[src/rtl/dec_sched.sv]
// Four-channel countdown scheduler sharing one external decrementer with round-robin arbitration.
// Define DEC_SCHED_RELOAD_EN for periodic auto-reload channels; leave it undefined for one-shot channels.
module dec_sched #(
   parameter int DATAWIDTH = 8
) (
   input  logic                 clk,
   input  logic                 rst_n,
   input  logic                 ld_valid,
   input  logic [1:0]           ld_ch,
   input  logic [DATAWIDTH-1:0] ld_val,
   output logic                 ld_ready,
   input  logic                 halt,
   output logic [DATAWIDTH-1:0] dec_a,
   input  logic [DATAWIDTH-1:0] dec_d,
   output logic                 gnt_valid,
   output logic [1:0]           gnt_ch,
   output logic [3:0]           active,
   output logic [3:0]           done
);

   typedef enum logic {IDLE, ARMED} ch_state_t;

   ch_state_t            state [4];
   logic [DATAWIDTH-1:0] count [4];
   logic [1:0]           ptr;
`ifdef DEC_SCHED_RELOAD_EN
   logic [DATAWIDTH-1:0] reload [4];
`endif

   // Round-robin search starting at ptr; the first ARMED channel found wins.
   always_comb begin : arb
      logic [1:0] idx;
      // NOTE: every output gets a default before the search so no latch is inferred.
      gnt_valid = 1'b0;
      gnt_ch    = 2'd0;
      idx       = 2'd0;
      for (int i = 0; i < 4; i++) begin
         idx = ptr + 2'(i);
         if (!halt && !gnt_valid && state[idx] == ARMED) begin
            gnt_valid = 1'b1;
            gnt_ch    = idx;
         end
      end
   end

   always_comb begin
      dec_a = gnt_valid ? count[gnt_ch] : '0;
      for (int i = 0; i < 4; i++) active[i] = (state[i] == ARMED);
   end

   // A load may never hit the channel that is being decremented this edge.
   assign ld_ready = !(gnt_valid && gnt_ch == ld_ch);

   always_ff @(posedge clk or negedge rst_n) begin
      if (!rst_n) begin
         // NOTE: the per-channel arrays are small flop banks, so they are cleared in reset like any other state.
         for (int i = 0; i < 4; i++) begin
            count[i] <= '0;
            state[i] <= IDLE;
`ifdef DEC_SCHED_RELOAD_EN
            reload[i] <= '0;
`endif
         end
         ptr  <= 2'd0;
         done <= 4'd0;
      end else begin
         // NOTE: non-blocking assignments let the grant and load updates below coexist on one edge.
         done <= 4'd0;
         if (gnt_valid) begin
            count[gnt_ch] <= dec_d;
            ptr           <= gnt_ch + 2'd1;
            if (dec_d == '0) begin
               done[gnt_ch] <= 1'b1;
`ifdef DEC_SCHED_RELOAD_EN
               count[gnt_ch] <= reload[gnt_ch];
`else
               state[gnt_ch] <= IDLE;
`endif
            end
         end
         if (ld_valid && ld_ready) begin
`ifdef DEC_SCHED_RELOAD_EN
            reload[ld_ch] <= ld_val;
`endif
            count[ld_ch] <= ld_val;
            if (ld_val != '0) begin
               state[ld_ch] <= ARMED;
            end else begin
               state[ld_ch] <= IDLE;
               done[ld_ch]  <= 1'b1;
            end
         end
      end
   end

endmodule
[config.mk]
export PLATFORM = sky130hd
export DESIGN_NAME = dec_sched
export DESIGN_NICKNAME = d
export VERILOG_FILES = /design/src/rtl/dec_sched.sv
export SDC_FILE = /design/constraint.sdc
export NUM_CORES = 1
export LEC_CHECK = 0
export ABC_CLOCK_PERIOD_IN_PS = 4500
export BUFFER_PORTS_ARGS = -buffer_cell sky130_fd_sc_hd__clkbuf_2
export CORE_ASPECT_RATIO = 2
export CORE_MARGIN = 2
export CORE_UTILIZATION = 30
export CTS_CLUSTER_SIZE = 16
export DETAILED_ROUTE_END_ITERATION = 8
export SLEW_MARGIN = 20
export SYNTH_ARGS = -nofsm -noshare
export SYNTH_HDL_FRONTEND = slang
export SYNTH_SLANG_ARGS = --single-unit
export TNS_END_PERCENT = 50
[constraint.sdc]
create_clock -name clk -period 4.5 [get_ports clk]
set_input_delay 1.35 -clock clk [delete_from_list [all_inputs] [get_ports clk]]
set_output_delay 1.35 -clock clk [all_outputs]
set_load 0.02 [all_outputs]
==> run_results.csv, run 1 <==
group,metric,value,unit
run_status,status,"finished, final reports clean",
power_and_ir_drop,p_seq_share,24.5,%
clock_tree,numCtsBuffers,5,
power_and_ir_drop,p_leak,1.49,nW
place,hpwl,5.53,mm
power_and_ir_drop,ir_worst_vdd,275,uV
synth,synth_top_area_cell,"dfrtp_1",
power_and_ir_drop,powerDensity,892,nW/um^2
sta,whs,548,ps
final_layout,layout.nets,323,
place,dpl_cell_area,3000,um^2
final_layout,drive_gt1_share,30.5,%
clock_tree,clk_latency,290,ps
sta,fmax,0.226,GHz
sta,max_slew_margin,36.0,%
place,place_ws,19.6,ps
final_layout,fin_area,3200,um^2
synth,ys_ff_latch,42,
setup_path,crit_type,"input port to output port",
place,post-place-cells,392,
synth,synthMuxAreaShare,26.0,%
final_layout,final_common_cell,"dfrtp_1",
clock_tree,cts-root-buf,"clkbuf_16",
grt,antenna_found_initial,0,
clock_tree,clock_sinks,42,
routing,totalWireLength,7.80,mm
routing,vias,2225,
clock_tree,clockBufferDepth,2,
grt,grt_first_pass_wirelength,12.2,mm
sta,finalCriticalPeriod,4420,ps
setup_path,cp_num_buf_inv,3,
synth,synthArstFlopShare,100,%
place,gp_congestion,0.916,
setup_path,worst_path_max_delay_cell,"o211ai_4",
setup_path,critPathMaxStageDelay,290,ps
final_layout,layout_common_cells,"42 x dfrtp_1, 40 x clkbuf_2, 29 x mux2i_1",
setup_path,arrival,3070,ps
floorplanning,fp.dieW,70.9,um
synth,synthAdderAreaFrac,0,%
synth,dominantRegCellSynth,"dfrtp_1",
synth,synth_top_family_by_area,"multiplexers",
sta,layout_setup_ws,76.7,ps
synth,synth_edf_count,0,
floorplanning,initial_utilization,31.1,%
synth,synthTopCellsByArea,"dfrtp_1 39%, mux2i_1 11%, mux2_1 7.5%",
routing,avgViaCountPerCell,5.53,
power_and_ir_drop,clkPwrFrac,13.2,%
sta,setup_viol,0,
power_and_ir_drop,swShare,46.6,%
sta,drv_slew,0,
routing,detail-route-antenna-nets,0,
setup_path,path_cells,"clkbuf_2 > nor2_1 > a22oi_4 > o211ai_4 > o211ai_4 > buf_12 > mux2i_1 > o22ai_1 > clkbuf_2",
power_and_ir_drop,comb_power_share,62.3,%
routing,first_pass_iters,4,
job,max-cap-violations,0,
synth,synth_top_area_share,39.1,%
sta,rsz0062_at_grt,"no",
floorplanning,die_y,138,um
place,io_buffers,41,
setup_path,worstPathMaxFanout,20,
grt,overflow,0,
synth,synth_xor_area_share,0.652,%
power_and_ir_drop,fin_total_pwr,2.85,mW
power_and_ir_drop,p_switching,1.33,mW
final_layout,fin_cells,402,
synth,ys_seq_area_share,39.1,%
routing,drc,0,
floorplanning,num_rows,48,
power_and_ir_drop,internal_power,1.52,mW
sta,tightest_slew,961,ps
sta,skew,7.50,ps
final_layout,syn_to_final_growth,19.1,%
setup_path,cp_top_family,"compound AO/OA/AOI/OAI gates",
grt,grtUsageTotal,16.5,%
synth,synth.distinct_cells,52,
setup_path,start_kind,"input port",
routing,drtIter0Drc,145,
grt,grt_max_degree,43,
synth,syn_nets,281,
sta,fin_crit_sh,98.3,%
routing,wl_per_cell,19.4,um
floorplanning,pin_count,42,
worst_hold_path,min_path_type,"flop to flop",
synth,yosysWarnings,0,
setup_path,worstPathRequired,3150,ps
floorplanning,dieArea,9770,um^2
clock_tree,clk_pin_slew,60,ps
floorplanning,core_area,8650,um^2
synth,syn_avg_cell_area,10.4,um^2
setup_path,end_kind,"output port",
clock_tree,cts_hold_buf,0,
synth,syn_area,2690,um^2
synth,synth_cells,259,
final_layout,antenna_cells,0,
clock_tree,h-tree-depth,2,
clock_tree,cts_tree,"done",
synth,yosys.area_share.simple,15.6,%
grt,grt_pass1_vias,2353,
sta,hold_violations,0,
synth,synth-compound-area-share,14.3,%
-- cells in the mapped netlist, types with 2 or more instances --
master / instances
nand2_1: 24
nor3_1: 10
nand3_1: 11
o211ai_4: 2
mux2_1: 18
nor3b_1: 3
a31oi_1: 9
or2_2: 2
buf_4: 2
clkbuf_1: 4
nand3b_1: 4
inv_1: 6
nor4_1: 2
buf_2: 8
and3b_1: 2
or4_1: 2
and2_1: 3
a21oi_1: 2
o22ai_1: 8
dfrtp_1: 42
o211ai_1: 2
o21ai_1: 12
nor2_1: 6
mux2_2: 17
mux2i_1: 29
a31o_1: 3
-- path summary, 6_finish.rpt --
| path | startpoint | endpoint | slack, ps | depth (start not counted) |
|---|---|---|---|---|
| setup / recovery | halt | dec_a[2] | 80 | 9 |
| hold / removal | count[15] | count[15] | 550 | 2 |
| setup reg to reg | ptr[0] | done[1] | 1280 | 10 |
| hold reg to reg | count[15] | count[15] | 550 | 2 |
| max in group asynchronous | rst_n | count[16] | 2690 | 1 |
| min in group asynchronous | rst_n | count[29] | 1210 | 1 |
-- cell type report --
| cell class | instances | area (um^2) |
|---|---|---|
| Clock buffer | 6 | 139 |
| Inverter | 8 | 30.0 |
| Timing Repair Buffer | 51 | 310 |
| Multi-Input combinational cell | 193 | 1530 |
| Clock inverter | 2 | 12.5 |
| Tap cell | 100 | 125 |
| Fill cell | 886 | 5450 |
| Sequential cell | 42 | 1050 |
-- per-layer routing --
metal	GRT usage [%]	vias up	part of all wire (%)
li1	-	1041	-
met1	15.8	1107	35
met2	32.1	56	57
met3	2.93	21	3.6
met4	9.01	0	3.6
met5	0	-	0
-- cell families (layout without fill, tap and decap cells) --
family / after synthesis / in the layout
DFF: 42 / 42
xor gates and xnor gates: 2 / 2
muxes: 65 / 65
AOI/OAI and AO/OA: 48 / 48
buffers and inverters: 24 / 67
and+or+nand+nor: 78 / 78
-- state kept, by name (all words and copies together) (netlist names) --
signal	cells
ptr	2
active	4
done	4
count	32
-- repair_timing --
action                     CTS  global route
setup endpoints to repair    0             9
resized for setup            0             4
buffers inserted             0             1
-- per-stage QoR --
stage,util [%],TNS (ps)
after floorplan,-,-236
after global routing,37.0,0
after CTS,36.5,0
after detailed placement,34.7,0
final,37.0,0
after global placement,34.7,0
-- power groups by stage --
stage	clock (mW)	combinational [mW]	sequential, mW
after global placement	0	1.70	0.694
after global routing	0.398	1.91	0.724
after detailed placement	0	1.73	0.703
after floorplan	0	1.30	0.645
final	0.375	1.78	0.700
after CTS	0.383	1.73	0.696
-- worst min-delay path, delay by kind of cell (launching register included) --
| kind | cells | cell delay, ps |
|---|---|---|
| AND/OR/NAND/NOR | 1 | 60 |
| AO/OA/AOI/OAI | 1 | 70 |
| flip-flops | 1 | 380 |
(Power assumes the default switching activity.)
==> run 2, diff against run 1 <==
--- a/config.mk
+++ b/config.mk
@@ -5,7 +5,7 @@
 export SDC_FILE = /design/constraint.sdc
 export NUM_CORES = 1
 export LEC_CHECK = 0
-export ABC_CLOCK_PERIOD_IN_PS = 4500
+export ABC_CLOCK_PERIOD_IN_PS = 3850
 export BUFFER_PORTS_ARGS = -buffer_cell sky130_fd_sc_hd__clkbuf_2
 export CORE_ASPECT_RATIO = 2
 export CORE_MARGIN = 2
==> constraint.sdc (replaced) <==
create_clock -name clk -period 3.85 [get_ports clk]
set_input_delay 1.155 -clock clk [delete_from_list [all_inputs] [get_ports clk]]
set_output_delay 1.155 -clock clk [all_outputs]
set_load 0.02 [all_outputs]
==> run 2 against run 1 <==
- the flow now finishes with violations (setup timing)
- global-route usage up 2.3 points
- non-clock buffer count up 34
- power up 56%
- critical endpoint is now dec_a[5]
- wire length up 11%
- via count up 8.3%
- first-iteration DRC count down 29%
- count of clock-buffer cells in the layout up 1
==> run_results.csv, run 2 (synthesized netlist as in run 1, its figures left out) <==
group,metric,value,unit
run_status,status,"complete, but fails checks",
run_status,violations,"setup timing",
routing,totalWireLength,8.66,mm
final_layout,layout_common_cells,"42 x dfrtp_1, 38 x buf_4, 34 x clkbuf_2",
floorplanning,die_y,138,um
floorplanning,fp.dieW,70.9,um
sta,whs,580,ps
setup_path,crit_path_frequent_cell,"buf_8",
routing,drtIter0Drc,103,
routing,wl_per_cell,19.9,um
final_layout,drive_gt1_share,47.3,%
grt,grtUsageTotal,18.8,%
setup_path,r2r_slack,190,ps
sta,finalCriticalPeriod,3920,ps
clock_tree,clk_latency,280,ps
final_layout,largest_reg_flops,32,
setup_path,arrival,2760,ps
sta,max_slew_margin,40.6,%
place,post-place-cells,408,
routing,vias,2409,
setup_path,r2r_cells,21,
place,gp_congestion,0.864,
final_layout,final_common_cell,"dfrtp_1",
sta,drv_slew,0,
sta,fmax,0.255,GHz
clock_tree,clk_pin_slew,60,ps
grt,antenna_found_initial,0,
grt,grt_first_pass_wirelength,14.0,mm
worst_hold_path,min_from,"count[8]",
clock_tree,cts_hold_buf,0,
sta,layout_setup_ws,-65.2,ps
setup_path,worst_path_max_delay_cell,"mux2i_4",
final_layout,antenna_cells,0,
setup_path,r2r_end,"count[2]",
sta,fin_crit_sh,102,%
place,hpwl,5.93,mm
setup_path,cp_num_buf_inv,6,
routing,drc,0,
setup_path,critPathMaxStageDelay,270,ps
setup_path,start_kind,"input port",
final_layout,fill_cells,820,
floorplanning,core_area,8650,um^2
floorplanning,initial_utilization,31.1,%
floorplanning,num_rows,48,
routing,avgViaCountPerCell,5.53,
setup_path,crit_type,"input port to output port",
worst_hold_path,hold-path-cell-count,2,
clock_tree,cts_tree,"done",
routing,detail-route-antenna-nets,0,
setup_path,path_cells,"clkbuf_16 > buf_8 > a21oi_2 > nand4_1 > buf_4 > o211ai_4 > buf_6 > buf_12 > mux2i_4 > o22ai_4 > buf_8",
grt,overflow,0,
worst_hold_path,min_path_type,"flop to flop",
setup_path,end_kind,"output port",
worst_hold_path,hold-path-endpoint,"count[8]",
sta,skew,4.17,ps
grt,grt_max_degree,34,
setup_path,worstPathRequired,2690,ps
clock_tree,h-tree-depth,2,
floorplanning,dieArea,9770,um^2
sta,tightest_slew,891,ps
clock_tree,clockBufferDepth,2,
final_layout,fin_cells,436,
clock_tree,cts-root-buf,"clkbuf_16",
setup_path,worstPathMaxFanout,7,
power_and_ir_drop,powerDensity,1150,nW/um^2
floorplanning,pin_count,42,
setup_path,cp_top_family,"buffers and inverters",
final_layout,largest_register,"count",
routing,first_pass_iters,4,
sta,setup_tns,-313,ps
final_layout,syn_to_final_growth,43.7,%
power_and_ir_drop,ir_worst_vdd,449,uV
sta,rsz0062_at_grt,"yes",
clock_tree,numCtsBuffers,5,
final_layout,layout.nets,358,
sta,setup_viol,8,
job,max-cap-violations,0,
grt,grt_pass1_vias,2566,
final_layout,final_core_utilization,44.6,%
sta,hold_violations,0,
setup_path,r2r_start,"ptr[0]",
clock_tree,clock_sinks,42,
power_and_ir_drop,p_leak,1.67,nW
place,io_buffers,41,
## run 2: cell types whose count changed in the layout (fill, tap and decap cells not counted), moves of 7 or more
cell	delta
o22ai_4	+8
o22ai_1	-8
mux2_4	+7
mux2i_1	-16
mux2_1	-7
buf_4	+30
mux2i_4	+10
## run 2: metal layers
metal	vias up	wire (um)	GRT usage, %
li1	1114	-	-
met1	1210	3130	20.1
met2	71	5010	35.9
met3	14	253	2.05
met4	0	270	9.01
met5	-	0	0
## run 2: metrics by stage
| stage | power (mW) | setup slack, ps | cell area (um^2) |
|---|---|---|---|
| 6_report | 4.45 | -65.2 | 3860 |
| 5_1_grt | 4.71 | -112 | 3860 |
| 4_1_cts | 4.31 | -25.0 | 3780 |
| 3_5_place_dp | 3.28 | -134 | 3250 |
| 3_3_place_gp | 3.23 | -116 | 3250 |
| 2_1_floorplan | 2.63 | 11.8 | 2840 |
## run 2: worst register-to-register path, cell delays in order, from the launching register on
cell,delay [ps]
dfrtp_1,500
buf_4,250
nor3b_1,80
o21ai_2,260
nand4_1,170
buf_4,170
buf_4,120
buf_4,120
buf_4,120
buf_4,120
buf_4,120
buf_4,120
buf_4,120
buf_4,120
buf_4,120
buf_4,120
buf_4,120
buf_4,120
o211ai_1,90
buf_4,190
nor2_4,80
mux2_4,330
## run 2: worst max-delay path by stage
stage / startpoint / to / slack [ps] / depth (start not counted)
floorplan: halt / dec_a[5] / 10 / 8
global placement: halt / dec_a[5] / -120 / 9
detailed placement: halt / dec_a[5] / -130 / 9
CTS: halt / dec_a[5] / -30 / 10
global route: halt / dec_a[0] / -110 / 11
finish: halt / dec_a[5] / -70 / 11
## run 2: report_power, final
group,switching [mW],internal (mW),leakage [nW],total (mW)
combinational,1.60,1.57,1.11,3.17
sequential,0.226,0.652,0.498,0.879
clock,0.164,0.237,0.0640,0.401
## run 2: what timing repair did
action	in CTS	in global routing
pin swaps	10	4
gates cloned	1	0
endpoints found under the setup margin	8	19
gates resized for setup	46	21
buffers inserted	19	2
## run 2: area by class of cell
class / instances / area (um^2) / share of cell area [%]
clock buffers: 7 / 133 / 3.43
inverters: 8 / 30.0 / 0.778
multi-input cells: 194 / 1880 / 48.7
flip-flops and latches: 42 / 1050 / 27.2
well taps: 100 / 125 / 3.24
repair buffers: 85 / 643 / 16.7
